--- config.mk ---
export PLATFORM = sky130hd
export DESIGN_NAME = mem_arbiter
export DESIGN_NICKNAME = d
export VERILOG_FILES = /design/src/rtl/mem_arbiter_pkg.sv /design/src/rtl/mem_arbiter_store_merge.sv /design/src/rtl/mem_arbiter.sv
export SDC_FILE = /design/constraint.sdc
export NUM_CORES = 1
export LEC_CHECK = 0
export CAP_MARGIN = 5
export CORE_ASPECT_RATIO = 0.9
export CORE_UTILIZATION = 30
export CTS_CLUSTER_DIAMETER = 40
export DETAILED_ROUTE_END_ITERATION = 16
export GPL_TIMING_DRIVEN = 1
export PLACE_DENSITY = 0.72
export SYNTH_ARGS = -nofsm -noshare
export SYNTH_HDL_FRONTEND = slang
export SYNTH_HIERARCHICAL = 1
export SYNTH_SLANG_ARGS = --single-unit
--- constraint.sdc ---
create_clock -name clock -period 1.7 [get_ports clock]
set_input_delay 0.255 -clock clock [delete_from_list [all_inputs] [get_ports clock]]
set_output_delay 0.255 -clock clock [all_outputs]
set_load 0.01 [all_outputs]
--- src/rtl/mem_arbiter_pkg.sv ---
// Shared encodings for the two-requester unified memory arbiter.
// Access sizes, FSM states, grant ids and the default idle address.
package mem_arbiter_pkg;

  localparam logic [1:0] SIZE_B = 2'b00;
  localparam logic [1:0] SIZE_H = 2'b01;
  localparam logic [1:0] SIZE_W = 2'b10;

  localparam logic GRANT_IF = 1'b0;
  localparam logic GRANT_D  = 1'b1;

  localparam logic [31:0] DEFAULT_BASE_ADDR = 32'h0100_0000;

  typedef enum logic {
    ST_IDLE   = 1'b0,
    ST_RMW_WR = 1'b1
  } arb_state_e;

  // Size 11 is reserved and behaves as a full word.
  function automatic logic is_word_size(input logic [1:0] size);
    return size[1];
  endfunction

endpackage

--- src/rtl/mem_arbiter_store_merge.sv ---
// Builds the word written back by a sub-word store: the old memory word
// with its low byte or low half replaced from right-justified store data.
module mem_arbiter_store_merge
  import mem_arbiter_pkg::*;
(
  input  logic [31:0] old_word,
  input  logic [31:0] wdata,
  input  logic [1:0]  size,
  output logic [31:0] merged
);

  always_comb begin
    merged = wdata;
    case (size)
      SIZE_B:  merged = {old_word[31:8], wdata[7:0]};
      SIZE_H:  merged = {old_word[31:16], wdata[15:0]};
      default: merged = wdata;
    endcase
  end

endmodule

--- src/rtl/mem_arbiter.sv ---
// Arbitrates one single-port memory between instruction fetch and data
// load/store; sub-word stores take an extra write cycle (read-modify-write).
module mem_arbiter
  import mem_arbiter_pkg::*;
#(
  parameter logic [31:0] BASE_ADDR = DEFAULT_BASE_ADDR,
  parameter bit          RR_ENABLE = 1'b1
) (
  input  logic        clock,
  input  logic        reset,
  input  logic        if_req_valid,
  input  logic [31:0] if_req_addr,
  output logic        if_req_ready,
  output logic        if_rsp_valid,
  output logic [31:0] if_rsp_data,
  input  logic        d_req_valid,
  input  logic        d_req_write,
  input  logic [1:0]  d_req_size,
  input  logic [31:0] d_req_addr,
  input  logic [31:0] d_req_wdata,
  output logic        d_req_ready,
  output logic        d_rsp_valid,
  output logic [31:0] d_rsp_data,
  output logic        mem_read_write,
  output logic [31:0] mem_address,
  output logic [31:0] mem_data_in,
  input  logic [31:0] mem_data_out,
  output arb_state_e  dbg_state
);

  // Handshake: a request is accepted in any cycle where valid and ready are
  // both high; ready is combinational and the requester must hold a stable
  // payload until then. Responses are single-cycle pulses with no ready.

  arb_state_e  state;
  arb_state_e  next_state;
  logic        last_grant;
  logic        grant_if;
  logic        grant_d;
  logic        d_is_rmw;
  logic [31:0] rmw_addr;
  logic [31:0] rmw_data;
  logic [31:0] merged;

  assign d_is_rmw  = d_req_write && !is_word_size(d_req_size);
  assign dbg_state = state;

  mem_arbiter_store_merge u_store_merge (
    .old_word (mem_data_out),
    .wdata    (d_req_wdata),
    .size     (d_req_size),
    .merged   (merged)
  );

  always_ff @(posedge clock) begin
    if (reset) state <= ST_IDLE;
    else       state <= next_state;
  end

  always_comb begin
    next_state = state;
    case (state)
      ST_IDLE:   if (grant_d && d_is_rmw) next_state = ST_RMW_WR;
      ST_RMW_WR: next_state = ST_IDLE;
      default:   next_state = ST_IDLE;
    endcase
  end

  always_comb begin
    grant_if       = 1'b0;
    grant_d        = 1'b0;
    mem_read_write = 1'b0;
    mem_address    = BASE_ADDR;
    mem_data_in    = 32'h0;
    case (state)
      ST_IDLE: begin
        if (!reset) begin
          if (if_req_valid && d_req_valid) begin
            if (RR_ENABLE && (last_grant == GRANT_D)) grant_if = 1'b1;
            else                                       grant_d  = 1'b1;
          end else begin
            grant_if = if_req_valid;
            grant_d  = d_req_valid;
          end
        end
        if (grant_if) begin
          mem_address = if_req_addr;
        end else if (grant_d) begin
          mem_address = d_req_addr;
          if (d_req_write && is_word_size(d_req_size)) begin
            mem_read_write = 1'b1;
            mem_data_in    = d_req_wdata;
          end
        end
      end
      ST_RMW_WR: begin
        // Reset must suppress the pending write so memory is left untouched.
        mem_read_write = !reset;
        mem_address    = rmw_addr;
        mem_data_in    = rmw_data;
      end
      default: ;
    endcase
  end

  assign if_req_ready = grant_if;
  assign d_req_ready  = grant_d;

  always_ff @(posedge clock) begin
    if (reset) begin
      last_grant   <= GRANT_D;
      if_rsp_valid <= 1'b0;
      if_rsp_data  <= 32'h0;
      d_rsp_valid  <= 1'b0;
      d_rsp_data   <= 32'h0;
      rmw_addr     <= 32'h0;
      rmw_data     <= 32'h0;
    end else begin
      if (grant_if)     last_grant <= GRANT_IF;
      else if (grant_d) last_grant <= GRANT_D;

      if_rsp_valid <= grant_if;
      if (grant_if) if_rsp_data <= mem_data_out;

      d_rsp_valid <= (grant_d && !d_is_rmw) || (state == ST_RMW_WR);
      if (grant_d && !d_is_rmw) d_rsp_data <= d_req_write ? 32'h0 : mem_data_out;
      else if (state == ST_RMW_WR) d_rsp_data <= 32'h0;

      if (grant_d && d_is_rmw) begin
        rmw_addr <= d_req_addr;
        rmw_data <= merged;
      end
    end
  end

endmodule

==> results of run 1 <==
layout make-up:
| type | instances | area [µm²] |
|---|---|---|
| clock buffer | 20 | 467 |
| clock inverter | 11 | 104 |
| fill | 1782 | 8930 |
| inverter | 4 | 22.5 |
| multi-input combinational | 431 | 3470 |
| sequential | 132 | 2650 |
| tap | 255 | 319 |
| timing repair buffer | 385 | 4150 |
sequential cells by signal, summed over array words and instances, names as in the netlist:
signal / count
if_rsp_data: 32
if_rsp_valid: 1
d_rsp_valid: 1
rmw_addr: 32
dbg_state: 1
rmw_data: 32
d_rsp_data: 32
last_grant: 1
layer usage:
layer  part of all wire, %  wire (µm)  track usage [%]
met1                    43      11300             30.1
met2                    48      12600             40.6
met3                   7.3       1930             6.71
met4                   1.9        507             5.79
met5                     0          0                0
per-stage QoR:
| step | setup WS [ns] | util, % | TNS (ns) |
|---|---|---|---|
| 4_1_cts | -0.429 | 54.3 | -48.38 |
| 5_1_grt | -0.454 | 55.6 | -40.88 |
| 2_1_floorplan | 0.0714 | - | 0 |
| 3_3_place_gp | -0.665 | 46.3 | -87.31 |
| 3_5_place_dp | -0.745 | 46.3 | -93.08 |
| 6_report | -0.374 | 55.6 | -32.14 |
repair_timing:
action	CTS	global route
cloned	25	6
gates resized for setup	382	61
endpoints found under the setup margin	164	196
pin swaps	44	64
buffers inserted	35	5
endpoints found under the hold margin	0	0
final timing paths:
kind                                   start         endpoint  slack [ns]
worst max-delay path               dbg_state  mem_data_in[13]       -0.37
worst min-delay path                   reset     rmw_data[20]        0.32
worst max register to register     dbg_state      rmw_addr[4]       -0.25
worst min register to register  rmw_addr[16]     rmw_addr[16]        0.46
cells in the final DEF, fill, tap and decap left out, types with 26 or more instances in the layout:
cell type          n
mux2_2            46
nor2b_1           32
a22o_1            64
a221o_1           31
o21ai_2           36
buf_4             43
o21ai_1           26
nand3_1           64
a21oi_1           64
buf_6             30
dfxtp_1          130
buf_2             62
clkdlybuf4s50_1  197
cell families after synthesis:
group,count (synthesis),synth area share (%)
compound gates,230,25.5
buf+inv,82,7.30
simple gates,144,13.7
mux,56,10.8
flops,132,42.7
worst reg2reg max path: cells and delay by family, from the launching register on:
kind / cells / cell delay (ns)
DFF: 1 / 0.36
and+or+nand+nor: 1 / 0.53
AOI/OAI and AO/OA: 2 / 0.20
buffers and inverters: 5 / 0.71
power by group through the flow:
| stage | clock (mW) | combinational (mW) | sequential (mW) |
|---|---|---|---|
| final | 3.52 | 1.98 | 3.30 |
| after global routing | 3.75 | 2.08 | 3.31 |
| after CTS | 3.60 | 1.89 | 3.29 |
| after detailed placement | 0 | 1.61 | 3.36 |
| after global placement | 0 | 1.60 | 3.35 |
| after floorplan | 0 | 0.628 | 3.39 |
==> flow_summary.yaml, run 1 <==
setup_path:
  ff2ff_path_depth: 8
  crit_fanout: 8
  cp_slowest_cell: "dfxtp_4"
  cp-start-kind: "flip-flop"
  crit_buf_inv: 3
  path_cells: "or2_4 > nor3_4 > buf_6 > buf_12 > a22o_1 > buf_2"
  cp_top_family: "simple AND/OR/NAND/NOR gates"
  cp_num_cells: 6
  crit_arrival_ns: 1.82
  max_stage_delay_ns: 0.36
  worstSetupPathType: "reg2out"
  cp.required_ns: 1.44
  end_kind: "output pin"
timing:
  finalCritPeriodShare_pct: 122
  skew_ns: 0.00725
  finalSetupViolations: 131
  slew_headroom_pct: 54.6
  post-route-worst-setup-slack_ns: -0.374
  max_freq_ghz: 0.482
  finalHoldViolCount: 0
  finalCriticalPeriod_ns: 2.07
  tightest_slew_ns: 0.681
  holdWs_ns: 0.318
  finalMaxSlewViolations: 0
  rsz0062_at_grt: "yes"
placed_design:
  postPlaceCellArea_um2: 9310
  dp_cells: 1144
  globalplace.congestion: 0.753
  portBuffers: 268
  hpwl_um: 14400
clock_network:
  cts_root_buf: "clkbuf_16"
  cts_tree: "built"
  clock_sinks: 132
  clock_path_buffers: 2
  htreeDepth: 4
  cts_made_buffers: 17
  worstSkewPairLatency_ns: 0.41
  hold_buffers: 0
  path_clk_slew_ns: 0.06
pwr:
  pwr-share-comb_pct: 22.5
  ir_drop_mv: 0.683
  p_int_mw: 6.49
  power_density_nw_per_um2: 787
  clkPwrFrac_pct: 40.1
  switching_share_pct: 26.3
  seqPwrFrac_pct: 37.5
  cellLeakagePower_nw: 4.51
  p_switching_mw: 2.31
  power_mw: 8.80
drt:
  firstDrtPassIters: 5
  num_vias: 6703
  drtIter0Drc: 381
  drc: 0
  wl_per_cell_um: 21.2
  wl_um: 26300
  viasPerCell: 5.41
  ant_nets: 0
floorplan:
  die-area_um2: 21200
  core.rowCount: 49
  start_util_pct: 30.7
  io_pins: 269
  die_height_um: 138
  core_area_um2: 20100
  fp.dieW_um: 153
layout:
  drive_gt1_share_pct: 36.1
  stdcell_count: 1238
  design_area_um2: 11200
  nets: 1106
  area_delta_synth_final_pct: 80.8
  n_antenna_cell: 0
hold_path:
  hp-class: "in2reg"
  whs_path_depth: 3
synth:
  synth_top_area_share_pct: 42.7
  synth_area_leaders: "dfxtp_1 43%, a22o_1 9.1%, mux2_2 8.4%"
  synthMostInstantiatedCell: "dfxtp_1"
  ys_seq_elements: 132
  yosys_warnings: 6
  seq_area_frac_synth_pct: 42.7
  synth_fp_nets: 779
  yosys-top-cells-count: "132 x dfxtp_1, 65 x a21oi_1, 64 x a22o_1, 64 x nand3_1, 50 x o21ai_1"
  synth_cell_types: 35
  syn_area_um2: 6180
  async_reset_ff_share_pct: 0
  avgSynthCellArea_um2: 9.60
  ys.flop_type: "dfxtp_1"
  synth_enable_flop_cells: 0
  syn_inst: 644
  yosys.area.top_type: "dfxtp_1"
grt:
  antenna_found_initial: 0
  groute.usage.overall_pct: 24.0
  grt_max_degree: 67
  gr-total-overflow: 0
  grt_pass1_vias: 6713
  grt_pass1_wl_um: 39400
status:
  violations: "setup timing"
  status: "complete, but fails checks"
flow_run:
  maxCapViolCount: 0
Power figures use the tool's default switching activity.
==> run 2, diff against run 1 <==
--- a/config.mk
+++ b/config.mk
@@ -7,11 +7,12 @@
 export LEC_CHECK = 0
 export CAP_MARGIN = 5
 export CORE_ASPECT_RATIO = 0.9
+export CORE_MARGIN = 2
 export CORE_UTILIZATION = 30
 export CTS_CLUSTER_DIAMETER = 40
 export DETAILED_ROUTE_END_ITERATION = 16
-export GPL_TIMING_DRIVEN = 1
 export PLACE_DENSITY = 0.72
+export SLEW_MARGIN = 20
 export SYNTH_ARGS = -nofsm -noshare
 export SYNTH_HDL_FRONTEND = slang
 export SYNTH_HIERARCHICAL = 1
==> run 2 against run 1 <==
The flow still finishes with violations (setup timing). Core utilization shrank 4.2 points. Wire length decreased by 13%. Flip-flop and latch count did not move. Sequential power about the same.
==> flow_summary.yaml, run 2 (synthesized netlist as in run 1, its figures left out) <==
floorplan:
  core_area_um2: 20100
  fp.dieW_um: 155
  core.rowCount: 49
  die_height_um: 140
  start_util_pct: 30.7
  die-area_um2: 21800
  io_pins: 269
timing:
  finalSetupViolations: 66
  finalHoldViolCount: 0
  rsz0062_at_grt: "yes"
  tightest_slew_ns: 0.658
  finalCritPeriodShare_pct: 120
  finalMaxSlewViolations: 0
  max_freq_ghz: 0.489
  fin_setup_tns_ns: -18.68
  slew_headroom_pct: 56.1
  finalCriticalPeriod_ns: 2.05
  skew_ns: 0.0113
  post-route-worst-setup-slack_ns: -0.345
drt:
  ant_nets: 0
  wl_per_cell_um: 19.0
  wl_um: 22900
  drtIter0Drc: 390
  num_vias: 6340
  viasPerCell: 5.28
  drc: 0
  firstDrtPassIters: 4
pwr:
  power_density_nw_per_um2: 847
  ir_drop_mv: 0.539
  cellLeakagePower_nw: 4.13
setup_path:
  timing.rr.end: "rmw_data[5]"
  r2r_slack_ns: 0
  path_cells: "or2_4 > nor3_4 > buf_6 > buf_12 > a22o_1 > buf_2"
  max_stage_delay_ns: 0.36
  crit_arrival_ns: 1.79
  startpoint: "dbg_state"
  cp_slowest_cell: "dfxtp_4"
  reg2reg_from: "dbg_state"
  cp-start-kind: "flip-flop"
  cp.required_ns: 1.44
  crit_fanout: 13
  end_kind: "output pin"
  worstSetupPathType: "reg2out"
  ff2ff_path_depth: 5
grt:
  grtUsageMet3_pct: 6.87
  grt_pass1_vias: 6321
  antenna_found_initial: 0
  groute.usage.overall_pct: 20.2
  busiest_layer: "met2"
  use_met1_pct: 25.3
  grt_max_degree: 67
  grt_pass1_wl_um: 34900
  use_met2_pct: 33.4
  gr-total-overflow: 0
clock_network:
  hold_buffers: 0
  worstSkewPairLatency_ns: 0.41
  htreeDepth: 4
  clock_sinks: 132
  cts_made_buffers: 17
  cts_tree: "built"
  cts_root_buf: "clkbuf_16"
  path_clk_slew_ns: 0.07
  clock_path_buffers: 2
hold_path:
  min_to: "rmw_data[26]"
  hp-class: "in2reg"
  whs_path_depth: 3
  worstHoldStart: "reset"
layout:
  area_delta_synth_final_pct: 67.2
  final_cell_mix: "197 x clkdlybuf4s50_1, 130 x dfxtp_1, 65 x a21oi_1"
  drive_gt1_share_pct: 30.4
  nets: 1068
  n_antenna_cell: 0
  design_area_um2: 10300
  final_common_cell: "clkdlybuf4s50_1"
  utilization_pct: 51.4
status:
  violations: "setup timing"
  status: "complete, but fails checks"
placed_design:
  hpwl_um: 14600
  portBuffers: 268
  postPlaceCellArea_um2: 9320
  globalplace.congestion: 0.781
flow_run:
  maxCapViolCount: 0
[run 2: repair_timing]
item                       in CTS  in global routing
resized for setup             328                 47
buffers inserted                9                  9
gates cloned                    9                  1
setup endpoints to repair     116                159
pin swaps                      13                 31
[run 2: worst max-delay path by stage]
stage	endpoint	slack (ns)	cells after the start
2_1_floorplan	mem_data_in[10]	0.07	5
3_3_place_gp	mem_address[13]	-0.71	7
3_5_place_dp	mem_data_in[28]	-0.73	6
4_1_cts	mem_address[16]	-0.40	6
5_1_grt	mem_data_in[11]	-0.42	6
6_report	mem_data_in[31]	-0.35	6
[run 2: area by class of cell]
| class | count | area [µm²] |
|---|---|---|
| Clock buffer | 17 | 425 |
| Clock inverter | 15 | 164 |
| Fill cell | 1843 | 9770 |
| Inverter | 4 | 17.5 |
| Multi-Input combinational cell | 430 | 3330 |
| Sequential cell | 132 | 2650 |
| Tap cell | 255 | 319 |
| Timing Repair Buffer | 348 | 3430 |
[run 2: per-stage QoR]
step           worst slack [ns]  std cells  hold WS [ns]  power, mW
2_1_floorplan            0.0714        644         0.381       4.02
3_3_place_gp             -0.706       1143         0.460       4.95
3_5_place_dp             -0.727       1143         0.463       4.96
4_1_cts                  -0.400       1193         0.201       8.77
5_1_grt                  -0.423       1201         0.240       9.08
6_report                 -0.345       1201         0.237       8.75
[run 2: metal layers]
metal / wire length [µm] / up-vias
met4: 291 / 0
met3: 1910 / 23
met2: 10900 / 262
met1: 9770 / 3054
met5: 0 / -
li1: - / 3001
[run 2: worst max-delay path: cells and delay by family, from the launching register on]
family	cells	cell delay, ns
AO/OA/AOI/OAI	1	0.15
buffers and inverters	3	0.42
flip-flops	1	0.36
AND/OR/NAND/NOR	2	0.45
[run 2: report_power, final]
group	total, mW	switching, mW	internal [mW]
clock	3.66	1.57	2.08
combinational	1.80	0.762	1.04
sequential	3.29	0.0686	3.22
total	8.75	2.40	6.35
